`src/rtl/aes_block_feeder.sv`:
```
// Front end for a 10-round unrolled AES-128 core: packs 32-bit words into key and plaintext
// blocks, tracks launched blocks through the core latency and buffers ciphertext in a FIFO.
module aes_block_feeder #(
  parameter int unsigned CORE_LATENCY = 10,
  parameter int unsigned OUT_DEPTH    = 4
) (
  input  logic         clk,
  input  logic         rst_n,
  input  logic [31:0]  s_data,
  input  logic         s_valid,
  input  logic         s_is_key,
  output logic         s_ready,
  output logic [127:0] blk_data,
  output logic [127:0] blk_key,
  input  logic [127:0] core_ct,
  output logic [127:0] m_data,
  output logic         m_valid,
  input  logic         m_ready,
  output logic         key_loaded
);

  localparam int unsigned PtrW = (OUT_DEPTH > 1) ? $clog2(OUT_DEPTH) : 1;
  localparam int unsigned CntW = $clog2(OUT_DEPTH + 1);
  localparam logic [CntW:0]   CreditMax = (CntW + 1)'(OUT_DEPTH);
  localparam logic [CntW-1:0] CntMax    = CntW'(OUT_DEPTH);
  localparam logic [PtrW-1:0] PtrLast   = PtrW'(OUT_DEPTH - 1);

  logic                    ready_q;
  logic [1:0]              beat_q, beat_d;
  logic                    is_key_q, is_key_d;
  logic [95:0]             shadow_q, shadow_d;
  logic [127:0]            blk_data_q, blk_data_d;
  logic [127:0]            blk_key_q, blk_key_d;
  logic                    key_loaded_q, key_loaded_d;
  logic [CORE_LATENCY-1:0] lat_q, lat_d;
  logic [CntW-1:0]         inflight_q, inflight_d;
  logic [CntW-1:0]         cnt_q, cnt_d;
  logic [PtrW-1:0]         wr_ptr_q, wr_ptr_d;
  logic [PtrW-1:0]         rd_ptr_q, rd_ptr_d;
  logic [127:0]            mem_q [OUT_DEPTH];

  logic          grp_is_key;
  logic          last_beat;
  logic [CntW:0] credit_used;
  logic          credit_ok;
  logic          accept;
  logic          launch;
  logic          key_done;
  logic          capture;
  logic          pop;

  // Group type comes straight from the input on beat 0, from the latched copy afterwards.
  assign grp_is_key  = (beat_q == 2'd0) ? s_is_key : is_key_q;
  assign last_beat   = (beat_q == 2'd3);
  assign credit_used = {1'b0, inflight_q} + {1'b0, cnt_q};
  assign credit_ok   = (credit_used < CreditMax);

  // Only the launching beat can stall; a pop in the same cycle does not free a credit.
  assign s_ready  = ready_q && !(last_beat && !grp_is_key && !credit_ok);
  assign accept   = s_valid && s_ready;
  assign launch   = accept && last_beat && !grp_is_key;
  assign key_done = accept && last_beat && grp_is_key;
  assign capture  = lat_q[CORE_LATENCY-1];
  assign pop      = m_valid && m_ready;

  assign blk_data   = blk_data_q;
  assign blk_key    = blk_key_q;
  assign key_loaded = key_loaded_q;
  assign m_valid    = (cnt_q != '0);
  assign m_data     = mem_q[rd_ptr_q];

  always_comb begin
    beat_d       = beat_q;
    is_key_d     = is_key_q;
    shadow_d     = shadow_q;
    blk_data_d   = blk_data_q;
    blk_key_d    = blk_key_q;
    key_loaded_d = key_loaded_q;

    if (accept) begin
      beat_d   = beat_q + 2'd1;
      shadow_d = {shadow_q[63:0], s_data};
      if (beat_q == 2'd0) begin
        is_key_d = s_is_key;
      end
    end
    if (key_done) begin
      blk_key_d    = {shadow_q, s_data};
      key_loaded_d = 1'b1;
    end
    if (launch) begin
      blk_data_d = {shadow_q, s_data};
    end
  end

  always_comb begin
    lat_d    = lat_q << 1;
    lat_d[0] = launch;

    inflight_d = inflight_q;
    case ({launch, capture})
      2'b10:   inflight_d = inflight_q + CntW'(1);
      2'b01:   inflight_d = inflight_q - CntW'(1);
      default: inflight_d = inflight_q;
    endcase

    cnt_d = cnt_q;
    case ({capture, pop})
      2'b10:   cnt_d = cnt_q + CntW'(1);
      2'b01:   cnt_d = cnt_q - CntW'(1);
      default: cnt_d = cnt_q;
    endcase

    wr_ptr_d = wr_ptr_q;
    if (capture) begin
      wr_ptr_d = (wr_ptr_q == PtrLast) ? '0 : wr_ptr_q + PtrW'(1);
    end
    rd_ptr_d = rd_ptr_q;
    if (pop) begin
      rd_ptr_d = (rd_ptr_q == PtrLast) ? '0 : rd_ptr_q + PtrW'(1);
    end
  end

  always_ff @(posedge clk or negedge rst_n) begin
    if (!rst_n) begin
      ready_q      <= 1'b0;
      beat_q       <= 2'd0;
      is_key_q     <= 1'b0;
      shadow_q     <= '0;
      blk_data_q   <= '0;
      blk_key_q    <= '0;
      key_loaded_q <= 1'b0;
      lat_q        <= '0;
      inflight_q   <= '0;
      cnt_q        <= '0;
      wr_ptr_q     <= '0;
      rd_ptr_q     <= '0;
    end else begin
      ready_q      <= 1'b1;
      beat_q       <= beat_d;
      is_key_q     <= is_key_d;
      shadow_q     <= shadow_d;
      blk_data_q   <= blk_data_d;
      blk_key_q    <= blk_key_d;
      key_loaded_q <= key_loaded_d;
      lat_q        <= lat_d;
      inflight_q   <= inflight_d;
      cnt_q        <= cnt_d;
      wr_ptr_q     <= wr_ptr_d;
      rd_ptr_q     <= rd_ptr_d;
    end
  end

  always_ff @(posedge clk or negedge rst_n) begin
    if (!rst_n) begin
      for (int i = 0; i < int'(OUT_DEPTH); i++) begin
        mem_q[i] <= '0;
      end
    end else if (capture) begin
      mem_q[wr_ptr_q] <= core_ct;
    end
  end

  // The credit check bounds in-flight plus buffered blocks, so a capture never meets a full FIFO.
  a_no_overflow: assert property (@(posedge clk) disable iff (!rst_n)
    capture |-> (cnt_q != CntMax));
  a_credit_bound: assert property (@(posedge clk) disable iff (!rst_n)
    credit_used <= CreditMax);

endmodule
```
`config.mk`:
```
export PLATFORM = sky130hd
export DESIGN_NAME = aes_block_feeder
export DESIGN_NICKNAME = d
export VERILOG_FILES = /design/src/rtl/aes_block_feeder.sv
export SDC_FILE = /design/constraint.sdc
export NUM_CORES = 1
export LEC_CHECK = 0
export CORE_ASPECT_RATIO = 2
export CORE_MARGIN = 2
export CORE_UTILIZATION = 55
export DETAILED_ROUTE_END_ITERATION = 12
export HOLD_SLACK_MARGIN = 0.02
export PLACE_DENSITY = 0.85
export SLEW_MARGIN = 10
export SYNTH_ARGS = -nofsm -noshare
export SYNTH_HDL_FRONTEND = slang
export SYNTH_SLANG_ARGS = --single-unit
export TNS_END_PERCENT = 50
```
`constraint.sdc`:
```
create_clock -name clk -period 6.7 [get_ports clk]
set_input_delay 1.005 -clock clk [delete_from_list [all_inputs] [get_ports clk]]
set_output_delay 1.005 -clock clk [all_outputs]
set_load 0.02 [all_outputs]
```
# Word-level counts from Yosys, hierarchy flattened
# Index checks and enable logic that the tools add are counted.
[word_totals]
reg_bits = 889
latchBits = 0
ramBits = 0
mem_bits_ro = 0
inputBits = 165
output_inout_bits = 387
elab_cells = 64
mem_count = 0
[classes]
addsub = 8
n_mul = 0
n_div = 0
order_cmp = 4
eq_ne = 7
shifts = 0
mux = 11
bitwise_logic = 2
n_reduce_logical = 16
[op_table]
columns = ["cell", "count"]
rows = [
  ["$bwmux 512", 1],
  ["$mux 128", 3],
  ["$bmux 128 s2", 1],
  ["$demux 128 s2", 1],
  ["$pmux 3 s2", 2],
  ["$eq 2x2->1 const B", 5],
  ["$logic_and 1x1->1", 9],
  ["$add 2x1->2 const B", 3],
  ["$add 3x1->3 const B", 2],
  ["$ge 3x3->1 const B", 2],
  ["$not 2->3", 2],
  ["$sub 3x1->3 const B", 2],
  ["$add 3x3->4", 1],
  ["$eq 2x1->1 const B", 2],
  ["$lt 4x3->1 const B", 1],
  ["$mux 2", 2],
  ["$reduce_bool 2->1", 2],
  ["$logic_not 1->1", 3],
  ["$lt 3x1->1 const B", 1],
  ["$reduce_bool 3->1", 1],
  ["$logic_not 2->1", 1],
  ["$mux 1", 1],
]

# Depth between registers and ports, before layout
[depth]
word_depth = 12
mapped_depth = 11
depth_no_buf = 10

# Least setup slack after synthesis
# No wires, ideal clock.
[synth_timing]
path_type = "input port to output port"
from = "in s_is_key"
to = "out s_ready"
arrival_time_ns = 1.990
required_time_ns = 5.695
slack_ns = 3.705
cell_stages = 6
path_buffers = 3
cell_sequence = "mux2i_1 -> buf_4 -> o211a_1 -> buf_2 -> buf_6 -> nor2b_1"
[synth_between]
elab_chain_len = 6
[synth_rtl]
columns = ["item", "line_no", "text"]
rows = [
  ["from (decl)", "11", "input logic s_is_key,"],
  ["$mux 1", "--", ""],
  ["$logic_not 1->1", "59", "assign s_ready = ready_q && !(last_beat && !grp_is_key && !credit_ok);"],
  ["$logic_and 1x1->1 (2 in series)", "59", ""],
  ["$logic_not 1->1", "59", ""],
  ["$logic_and 1x1->1", "59", ""],
  ["to (decl)", "12", "output logic s_ready,"],
]
# Every way passes these cells.

# Worst setup path in the final report
[layout_timing]
from = "reg rd_ptr_q[0]"
to = "out m_data[119]"
[layout_between]
elab_chain_len = 4
[layout_rtl]
columns = ["item", "line_no", "text"]
rows = [
  ["from (decl)", "39", "logic [PtrW-1:0] rd_ptr_q, rd_ptr_d;"],
  ["from (signal assigned)", "150", "rd_ptr_q <= rd_ptr_d;"],
  ["$not 2->3 (not written as such)", "70", "assign m_data = mem_q[rd_ptr_q];"],
  ["$bmux 128 s2", "70", ""],
  ["$mux 128 (not written as such) (2 in series)", "70", ""],
  ["to (decl)", "16", "output logic [127:0] m_data,"],
]
# Every way passes these cells. The select of a mux whose other input is x is not followed.

==> flow_metrics.tcl <==
set metrics [dict create \
    vias 23300 \
    start_util_pct 55.4 \
    fmax_mhz 220 \
    synthFlopType "dfrtp_1" \
    synth-simple-area-share_pct 2.30 \
    ys_seq_area_share_pct 58.5 \
    status "finished, final reports clean" \
    yosys.area.top_type "dfrtp_1" \
    muxShareOfSynthArea_pct 31.5 \
    core_sq_um 68600 \
    clk_path_buf_depth 3 \
    setup-violations-final 0 \
    synth_top_family_by_area "multiplexers" \
    cts.clk_slew.worst_paths_ns 0.07 \
    post_cts_resized 0 \
    slew_headroom_pct 22.7 \
    critPathSlowestCell "dfrtp_4" \
    hp-class "register to register" \
    ys_warn_count 0 \
    worst-path-max-fanout 39 \
    syn-num-nets 2610 \
    fin_crit_sh_pct 67.7 \
    yosys.area_share.adder_pct 0.467 \
    seqCellArea_sq_um 22300 \
    timing.hold.ws_ns 0.349 \
    fin_skew_ns 0.0249 \
    power.density_nw_per_um2 437 \
    cts_tree "yes" \
    critPathLaunchType "register" \
    grt_pass1_wl_um 153000 \
    grt_max_degree 202 \
    final_hold_viol_count 0 \
    synthArstFlopShare_pct 100 \
    end_kind "output port" \
    syn_area_sq_um 38000 \
    critPathArrivalTime_ns 3.53 \
    num_io_pins 552 \
    drtIter0Drc 1186 \
    n_fill_cell 4447 \
    post_drt_wl_per_cell_um 25.4 \
    internal-power_w 0.0134 \
    post-route-drc-count 0 \
    placementRows 136 \
    ys_ff_latch 889 \
    ir_drop_mv 0.421 \
    fin_setup_tns_ns 0 \
    sw_frac_of_total_pct 34.3 \
    p_sw_w 0.00702 \
    rsz0062_at_grt "false" \
    gp_congestion 0.857 \
    worst_pin_slew_ns 1.16 \
    cts_root_buffer "clkbuf_16" \
    cts_hold_buf 0 \
    grt_pass1_vias 25400 \
    ys_types 31 \
    post-dp-hpwl_um 63700 \
    layout.nets 3083 \
    die_area_sq_um 71400 \
    dieHeight_um 376 \
    insertion_delay_ns 0.68 \
    synth.top_cell.area_share_pct 58.5 \
    postRouteWirelength_um 98200 \
    leakagePower_nw 20.0 \
    ant_nets 0 \
    syn_area_per_cell_sq_um 15.6 \
    path_class "register to output port" \
    clock_sinks 889 \
    grt_overflow_total 0 \
    syn_to_final_growth_pct 23.0 \
    grt_use_total_pct 27.8 \
    path_cells "buf_4, mux4_2, clkdlybuf4s50_1" \
    die_w_um 190 \
    synthTopCellsByArea "dfrtp_1, mux2_2, mux4_2" \
    cts_made_buffers 79 \
    p_seq_share_pct 39.0 \
    antenna_found_initial 6 \
    drtPass1Iterations 5 \
    slowest_delay_ns 0.96 \
    cp_data_required_time_ns 5.69 \
    drive_above_1_share_pct 36.6 \
    p_comb_share_pct 37.7 \
    multi_input_area_sq_um 14800 \
    cts_max_level 3 \
    port_buffers 551 \
    drv_slew 0 \
    synth_xor_area_share_pct 0.138 \
    synthCells 2432 \
    synth_edf_count 0 \
    synth_compound_area_share_pct 4.41 \
    dp_slack_ns 2.66 \
    finalWorstSetupSlack_ns 2.16 \
    cap_viol_max_count 0 \
    avgViaCountPerCell 6.04 \
    cts_setup_buffers 0 \
    period_needed_ns 4.54 \
    p_clk_share_pct 23.3 \
]
## layer usage
metal  GRT usage, %  part of all wire [%]  vias to the layer above
li1               -                     -                     9926
met1           34.0                    38                    12300
met2           45.8                    50                      905
met3           8.06                   8.4                      190
met4           12.1                   3.8                        8
met5              0                 0.058                        -
## per-stage QoR
step | instance area, sq um | total power [W] | utilization, % | std cells
after detailed placement | 44100 | 0.0157 | 64.3 | 3721
final | 46800 | 0.0205 | 68.2 | 3864
after floorplan | 38000 | 0.0123 | - | 2432
after CTS | 46800 | 0.0206 | 68.2 | 3862
after global routing | 46800 | 0.0213 | 68.2 | 3864
after global placement | 44100 | 0.0154 | 64.3 | 3721
## path summary, 6_finish.rpt
path                            depth (start not counted)  slack, ns          start       endpoint
worst max-delay path                                    3       2.16    rd_ptr_q[0]    m_data[119]
worst min-delay path                                    0       0.35       lat_q[8]       lat_q[9]
worst max register to register                          7       3.28  inflight_q[2]  inflight_q[1]
worst min register to register                          0       0.35       lat_q[8]       lat_q[9]
max in group asynchronous                               2       4.64          rst_n    blk_key[74]
min in group asynchronous                               1       0.36          rst_n     mem_q[350]
## placed cells by master (no fill, tap or decap), drive strengths merged, types with 2 or more instances in the layout
cell type / count
and3: 2
mux4: 128
clkinvlp: 5
clkbuf: 102
mux2i: 3
nor2b: 2
xor2: 4
inv: 19
or3: 3
diode: 2
mux2: 770
o21ai: 3
nor2: 3
buf: 31
clkinv: 19
o211ai: 99
o2111ai: 98
ha: 11
xnor2: 2
clkdlybuf4s50: 550
dfrtp: 889
nand2: 205
fa: 2
bufinv: 9
## cell families after synthesis
logic type / after synthesis
other: 1
adders and majority gates: 13
and+or+nand+nor: 219
buffers and inverters: 202
DFF: 889
xor gates and xnor gates: 6
muxes: 901
AOI/OAI and AO/OA: 201
## worst max-delay path: cells and delay by family (launching register included)
kind	cells	cell delay, ns
buffers and inverters	2	1.19
flip-flops	1	0.96
multiplexers	1	0.64
## state kept, by name (all words and copies together) (netlist names), 2 cells and up
register,count
beat_q,2
cnt_q,3
lat_q,10
inflight_q,3
shadow_q,96
wr_ptr_q,2
mem_q,512
rd_ptr_q,2
blk_data,128
blk_key,128
## cell type report
type	instances	share of cell area (%)
Clock inverter	39	1.09
Inverter	13	0.104
Timing Repair Buffer	581	12.4
Multi-Input combinational cell	1341	31.7
Antenna cell	2	0.0107
Tap cell	897	2.40
Clock buffer	102	4.67
Sequential cell	889	47.6
## synthesized netlist by cell type, types with 2 or more instances
cell type and count:
fa_1 2, mux2i_1 3, buf_1 13, ha_1 11, mux2_4 100, buf_6 23, nor2_1 3, and3_1 2
inv_1 13, o211ai_2 10, xnor2_1 2, o21ai_0 3, o211ai_1 89, o2111ai_1 98, mux2_2 670, xor2_1 4
nor2b_1 2, mux4_2 128, nand2_1 205, dfrtp_1 889, buf_4 4, or3_1 2, buf_2 66, clkbuf_1 83
## power by group through the flow
stage / logic [W] / registers [W] / clock network, W
after floorplan: 0.00403 / 0.00828 / 0
after global placement: 0.00752 / 0.00790 / 0
after detailed placement: 0.00771 / 0.00804 / 0
after CTS: 0.00775 / 0.00797 / 0.00484
after global routing: 0.00811 / 0.00815 / 0.00504
final: 0.00772 / 0.00798 / 0.00476
Note: power is estimated with default switching activity, not from simulation.
